===== config.mk =====
export PLATFORM = sky130hd
export DESIGN_NAME = led_share_arbiter
export DESIGN_NICKNAME = d
export VERILOG_FILES = /design/src/rtl/led_pkg.sv /design/src/rtl/rr_picker.sv /design/src/rtl/led_share_arbiter.sv
export SDC_FILE = /design/constraint.sdc
export NUM_CORES = 1
export LEC_CHECK = 0
export CAP_MARGIN = 40
export CORE_MARGIN = 4
export CORE_UTILIZATION = 45
export CTS_BUF_LIST = sky130_fd_sc_hd__clkbuf_8
export CTS_CLUSTER_DIAMETER = 200
export DETAILED_ROUTE_END_ITERATION = 12
export GPL_ROUTABILITY_DRIVEN = 0
export HOLD_SLACK_MARGIN = 0.03
export PLACE_DENSITY_LB_ADDON = 0.2
export SLEW_MARGIN = 20
export SYNTH_ARGS = -nofsm -noshare
export SYNTH_HDL_FRONTEND = slang
export SYNTH_SLANG_ARGS = --single-unit

===== constraint.sdc =====
create_clock -name clk -period 4.14 [get_ports clk]
set_input_delay 1.035 -clock clk [delete_from_list [all_inputs] [get_ports clk]]
set_output_delay 1.035 -clock clk [all_outputs]
set_load 0.05 [all_outputs]

===== src/rtl/led_pkg.sv =====
// Shared types and the round-robin search helper for the LED bank arbiter.
// Purely combinational content; no latency or flow-control implications.
package led_pkg;

    localparam int unsigned RR_MAX = 8;
    localparam int unsigned RR_IW  = 3;

    typedef enum logic [1:0] {
        IDLE = 2'd0,
        HOLD = 2'd1,
        OWN  = 2'd2
    } led_arb_state_t;

    typedef struct packed {
        logic             vld;
        logic [RR_IW-1:0] idx;
    } rr_pick_t;

    // First asserted request at or after ptr, wrapping modulo n, optionally skipping one index.
    function automatic rr_pick_t rr_pick(
        input logic [RR_MAX-1:0] req,
        input logic [RR_IW-1:0]  ptr,
        input logic              excl_en,
        input logic [RR_IW-1:0]  excl_idx,
        input int unsigned       n
    );
        rr_pick_t    res;
        int unsigned k;
        res = '0;
        for (int unsigned i = 0; i < RR_MAX; i++) begin
            k = 32'(ptr) + i;
            if (k >= n) begin
                k = k - n;
            end
            if (i < n && !res.vld && req[k[RR_IW-1:0]] &&
                !(excl_en && excl_idx == k[RR_IW-1:0])) begin
                res.vld = 1'b1;
                res.idx = k[RR_IW-1:0];
            end
        end
        return res;
    endfunction

endpackage


===== src/rtl/rr_picker.sv =====
// Combinational round-robin request search with an optional excluded index.
// Zero latency; no backpressure.
module rr_picker
    import led_pkg::*;
#(
    parameter  int REQ_NUM = 3,
    localparam int IDW     = $clog2(REQ_NUM)
) (
    input  logic [REQ_NUM-1:0] i_req,
    input  logic [IDW-1:0]     i_ptr,
    input  logic               i_excl_en,
    input  logic [IDW-1:0]     i_excl_idx,
    output logic               o_vld,
    output logic [IDW-1:0]     o_idx
);

    logic [RR_MAX-1:0] w_req;
    logic [RR_IW-1:0]  w_ptr;
    logic [RR_IW-1:0]  w_excl;
    rr_pick_t          w_pick;

    always_comb begin
        w_req                = '0;
        w_req[REQ_NUM-1:0]   = i_req;
        w_ptr                = '0;
        w_ptr[IDW-1:0]       = i_ptr;
        w_excl               = '0;
        w_excl[IDW-1:0]      = i_excl_idx;
        w_pick               = rr_pick(w_req, w_ptr, i_excl_en, w_excl, REQ_NUM);
    end

    assign o_vld = w_pick.vld;
    assign o_idx = w_pick.idx[IDW-1:0];

endmodule


===== src/rtl/led_share_arbiter.sv =====
// Round-robin owner of the LED bank with minimum hold and maximum slice per grant.
// Grant/switch registered 1 cycle after request; leds 1 cycle after owner; en=0 freezes everything.
module led_share_arbiter
    import led_pkg::*;
#(
    parameter  int                 REQ_NUM      = 3,
    parameter  int                 LED_NUM      = 4,
    parameter  int                 HOLD_CYC     = 16,
    parameter  int                 MAX_CYC      = 1024,
    parameter  logic [LED_NUM-1:0] IDLE_PATTERN = '0,
    localparam int                 IDW          = $clog2(REQ_NUM)
) (
    input  logic                       clk,
    input  logic                       rst_n,
    input  logic                       en,
    input  logic [REQ_NUM-1:0]         req,
    input  logic [REQ_NUM*LED_NUM-1:0] pattern,
    output logic [REQ_NUM-1:0]         grant,
    output logic                       owner_vld,
    output logic [IDW-1:0]             owner_id,
    output logic                       switch_p,
    output logic [LED_NUM-1:0]         leds
);

    localparam int CW = $clog2(MAX_CYC + 1);

    led_arb_state_t     r_state, w_state_nxt;
    logic [CW-1:0]      r_cnt, w_cnt_nxt, w_cnt_inc;
    logic [IDW-1:0]     r_rr_ptr, w_ptr_nxt, w_win_ptr;
    logic [IDW-1:0]     r_owner, w_owner_nxt;
    logic               r_owner_vld, w_owner_vld_nxt;
    logic [REQ_NUM-1:0] r_grant, w_grant_nxt;
    logic               r_switch, w_switch_nxt;
    logic [LED_NUM-1:0] r_leds, w_leds_nxt;
    logic               w_pick_vld;
    logic [IDW-1:0]     w_pick_idx;
    logic               w_active, w_release;

    // Outside IDLE the search always skips the current owner, so a release hands over directly.
    rr_picker #(.REQ_NUM(REQ_NUM)) u_picker (
        .i_req      (req),
        .i_ptr      (r_rr_ptr),
        .i_excl_en  (r_state != IDLE),
        .i_excl_idx (r_owner),
        .o_vld      (w_pick_vld),
        .o_idx      (w_pick_idx)
    );

    assign w_win_ptr = (w_pick_idx == IDW'(REQ_NUM - 1)) ? '0 : w_pick_idx + IDW'(1);
    assign w_cnt_inc = (r_cnt >= CW'(MAX_CYC)) ? CW'(MAX_CYC) : r_cnt + CW'(1);
    // The cycle that completes HOLD already behaves as OWN, so a grant lasts exactly HOLD_CYC cycles.
    assign w_active  = (r_state == OWN) || (r_state == HOLD && r_cnt >= CW'(HOLD_CYC));
    assign w_release = w_active && (!req[r_owner] || (r_cnt >= CW'(MAX_CYC) && w_pick_vld));

    always_ff @(posedge clk or negedge rst_n) begin
        if (!rst_n) begin
            r_state     <= IDLE;
            r_cnt       <= '0;
            r_rr_ptr    <= '0;
            r_owner     <= '0;
            r_owner_vld <= 1'b0;
            r_grant     <= '0;
            r_switch    <= 1'b0;
            r_leds      <= IDLE_PATTERN;
        end else if (en) begin
            r_state     <= w_state_nxt;
            r_cnt       <= w_cnt_nxt;
            r_rr_ptr    <= w_ptr_nxt;
            r_owner     <= w_owner_nxt;
            r_owner_vld <= w_owner_vld_nxt;
            r_grant     <= w_grant_nxt;
            r_switch    <= w_switch_nxt;
            r_leds      <= w_leds_nxt;
        end else begin
            r_switch    <= 1'b0;
        end
    end

    always_comb begin
        w_state_nxt     = r_state;
        w_cnt_nxt       = r_cnt;
        w_ptr_nxt       = r_rr_ptr;
        w_owner_nxt     = r_owner;
        w_owner_vld_nxt = r_owner_vld;
        case (r_state)
            IDLE: begin
                if (w_pick_vld) begin
                    w_state_nxt     = HOLD;
                    w_cnt_nxt       = CW'(1);
                    w_ptr_nxt       = w_win_ptr;
                    w_owner_nxt     = w_pick_idx;
                    w_owner_vld_nxt = 1'b1;
                end
            end
            HOLD, OWN: begin
                if (w_release && w_pick_vld) begin
                    w_state_nxt     = HOLD;
                    w_cnt_nxt       = CW'(1);
                    w_ptr_nxt       = w_win_ptr;
                    w_owner_nxt     = w_pick_idx;
                    w_owner_vld_nxt = 1'b1;
                end else if (w_release) begin
                    w_state_nxt     = IDLE;
                    w_cnt_nxt       = '0;
                    w_owner_nxt     = '0;
                    w_owner_vld_nxt = 1'b0;
                end else begin
                    w_cnt_nxt = w_cnt_inc;
                    if (w_active) begin
                        w_state_nxt = OWN;
                    end
                end
            end
            default: begin
                w_state_nxt     = IDLE;
                w_cnt_nxt       = '0;
                w_owner_nxt     = '0;
                w_owner_vld_nxt = 1'b0;
            end
        endcase
    end

    always_comb begin
        w_grant_nxt = '0;
        if (w_owner_vld_nxt) begin
            w_grant_nxt[w_owner_nxt] = 1'b1;
        end
        w_switch_nxt = (w_owner_vld_nxt != r_owner_vld) ||
                       (w_owner_vld_nxt && (w_owner_nxt != r_owner));
        w_leds_nxt   = r_owner_vld ? pattern[32'(r_owner)*LED_NUM +: LED_NUM] : IDLE_PATTERN;
    end

    assign grant     = r_grant;
    assign owner_vld = r_owner_vld;
    assign owner_id  = r_owner;
    assign switch_p  = r_switch;
    assign leds      = r_leds;

endmodule


==> impl_metrics.tcl <==
set metrics [dict create \
    syn_inst 235 \
    grt_pass1_wl_um 8670 \
    ir_worst_vdd_mv 0.273 \
    r2r-start "r_state[0]" \
    wl_met3_um 91 \
    synth_area_um2 2210 \
    route.met2.wl_um 2540 \
    antenna_found_initial 0 \
    tns_ps 0 \
    intPower_uw 1010 \
    cts_made_buffers 3 \
    status "completed" \
    multiInputGateArea_um2 1430 \
    dieArea_um2 6090 \
    place_hpwl_um 3930 \
    clk-insertion-delay-late_ps 270 \
    core_area_um2 4720 \
    die_height_um 78.0 \
    rrSetupSlack_ps 1100 \
    finalCritPeriodShare_pct 76.6 \
    dr.pass1.iters 4 \
    critPathBufInv 1 \
    pwr-share-comb_pct 68.6 \
    n_fill_cell 417 \
    path_cells "clkdlybuf4s50_1, nor2b_1, a221oi_2, and3_1, mux2i_1, o211ai_2, o2111a_1, a311oi_1" \
    layout-drive-gt1-share_pct 15.1 \
    synthTopCellsByArea "dfrtp_1, ha_1, nor2_1" \
    cts_setup_buffers 0 \
    cts_tree "built" \
    via_per_inst 5.77 \
    final_cell_area_um2 2570 \
    hold_buffers 0 \
    path_max_fanout 6 \
    tightest_slew_ps 760 \
    max_clock_freq_mhz 315 \
    antenna-diode-count 0 \
    path_clk_slew_ps 90 \
    grt_max_degree 27 \
    async_flop_share_pct 100 \
    cts_sinks 26 \
    worstHoldPathType "register to register" \
    placed_cell_area_um2 2500 \
    cp-end-kind "register" \
    nNetsFinal 287 \
    dr_total_vias 1882 \
    crit_arrival_ps 3360 \
    wl_um 5150 \
    start_util_pct 46.7 \
    clock-root-buffer "clkbuf_8" \
    maxUsedRoutingLayer "met4" \
    port_buffers 28 \
    rsz0062_at_grt "no" \
    min_to "leds[0]" \
    r2r-end "switch_p" \
    synth_seq_cells 26 \
    start_kind "input pin" \
    crit_type "input pin to register" \
    slowest_delay_ps 610 \
    powerDensity_nw_per_um2 804 \
    layout_min_cycle_time_ps 3170 \
    share_seq_of_total_power_pct 21.2 \
    rows 25 \
    grt_pass1_vias 1851 \
    die-width_um 78.0 \
    slew_violations 0 \
    p_leak_uw 0.00105 \
    wl_per_cell_um 15.8 \
    worstHoldPathCells 1 \
    holdCritStartpoint "leds[0]" \
    timing.slew.headroom_pct 49.3 \
    grt-ovfl-total 0 \
    ys_seq_area_share_pct 29.5 \
    clock_power_share_pct 10.3 \
    m1WireLength_um 2420 \
    utilization_pct 54.4 \
    io_pins 29 \
    post_cts_resized 0 \
    cts_max_level 1 \
    synth_cell_type_count 62 \
    synthFlopType "dfrtp_1" \
    seq_area_um2 651 \
    worst-endpoint-required_ps 4320 \
    synth_fp_nets 262 \
    yosys.area.top_type "dfrtp_1" \
    area_growth_pct 16.6 \
    p_sw_share_pct 51.2 \
    cap_violations 0 \
    syn_avg_cell_area_um2 9.39 \
    hold_violations 0 \
    cp_slowest_cell "clkdlybuf4s50_1" \
    ant_nets 0 \
    critPathTopFamily "compound AO/OA/AOI/OAI gates" \
    synth_edf_count 0 \
    drc_errors 0 \
    track_usage_pct 17.5 \
    finalSetupViolCount 0 \
    p_sw_uw 1060 \
    drtIter0Drc 39 \
    fin_skew_ps 3.80 \
    yosysWarnings 0 \
    yosysTopAreaCellShare_pct 29.5 \
    worst_r2r_path_depth 9 \
    clk_path_buf_depth 2 \
]
[registers in the layout (all words and copies together) (netlist names)]
name,count
r_cnt,11
owner_vld,1
r_state,2
switch_p,1
grant,3
r_rr_ptr,2
owner_id,2
leds,4
[worst reg2reg max path, cell delays in order, from the launching register on]
cell	delay (ps)
dfrtp_1	440
inv_1	100
ha_1	460
and2b_4	280
a221oi_2	250
and3_1	420
mux2i_1	330
o211ai_2	150
o2111a_1	260
a311oi_1	260
[power by group through the flow]
| stage | registers [µW] | logic, µW | clock network [µW] |
|---|---|---|---|
| floorplan | 558 | 1030 | 0 |
| global placement | 442 | 1400 | 0 |
| detailed placement | 444 | 1410 | 0 |
| CTS | 439 | 1420 | 218 |
| global route | 452 | 1540 | 228 |
| finish | 438 | 1420 | 212 |
[through the flow]
stage | hold slack (ps) | cells | power [µW] | worst slack [ps]
CTS | 501 | 326 | 2070 | 981
global route | 518 | 326 | 2220 | 795
finish | 496 | 326 | 2070 | 968
global placement | 471 | 322 | 1840 | 707
floorplan | 459 | 235 | 1590 | 1460
detailed placement | 475 | 322 | 1850 | 691
[final cells by class]
class / instances / share of cell area (%)
tap: 67 / 3.26
clock inverter: 1 / 1.17
multi-input combinational: 187 / 55.4
clock buffer: 3 / 1.61
timing repair buffer: 30 / 11.5
sequential: 26 / 25.3
inverter: 12 / 1.75
[layout by cell type, fill, tap and decap left out, types with 8 or more instances in the layout]
| cell type | instances |
|---|---|
| clkdlybuf4s50_1 | 28 |
| nor2_1 | 27 |
| dfrtp_1 | 26 |
| nand2_1 | 17 |
| o21ai_0 | 14 |
| a21oi_1 | 11 |
| inv_1 | 11 |
| nand3_1 | 9 |
| ha_1 | 9 |
| o21ai_1 | 8 |
[Yosys cell counts, drive strengths merged (5+ instances only)]
master and number:
nor2 27, dfrtp 26, o21ai 24, nand2 18, inv 12, a21oi 11, ha 9, nand3 9
buf 8, mux2i 7, and3 6, o2bb2ai 6, o31ai 5
[per-layer routing]
layer	global-route usage, %	vias up
li1	-	932
met1	23.0	919
met2	29.6	22
met3	1.61	9
met4	6.82	0
met5	0	-
[worst max path at each step]
| stage | endpoint | depth (start not counted) | startpoint |
|---|---|---|---|
| 3_5_place_dp | switch_p | 8 | req[1] |
| 2_1_floorplan | grant[2] | 7 | req[0] |
| 5_1_grt | switch_p | 8 | req[1] |
| 4_1_cts | switch_p | 8 | req[1] |
| 3_3_place_gp | switch_p | 8 | req[1] |
| 6_report | switch_p | 8 | req[1] |
[kinds of logic after synthesis]
logic type | after synthesis | share of synthesized area, %
simple gates | 85 | 20.4
compound gates | 80 | 31.5
flops | 26 | 29.5
buf+inv | 22 | 5.90
mux | 10 | 4.88
fa+ha+maj | 9 | 5.11
xor+xnor | 3 | 2.72
Power figures use the tool's default switching activity.
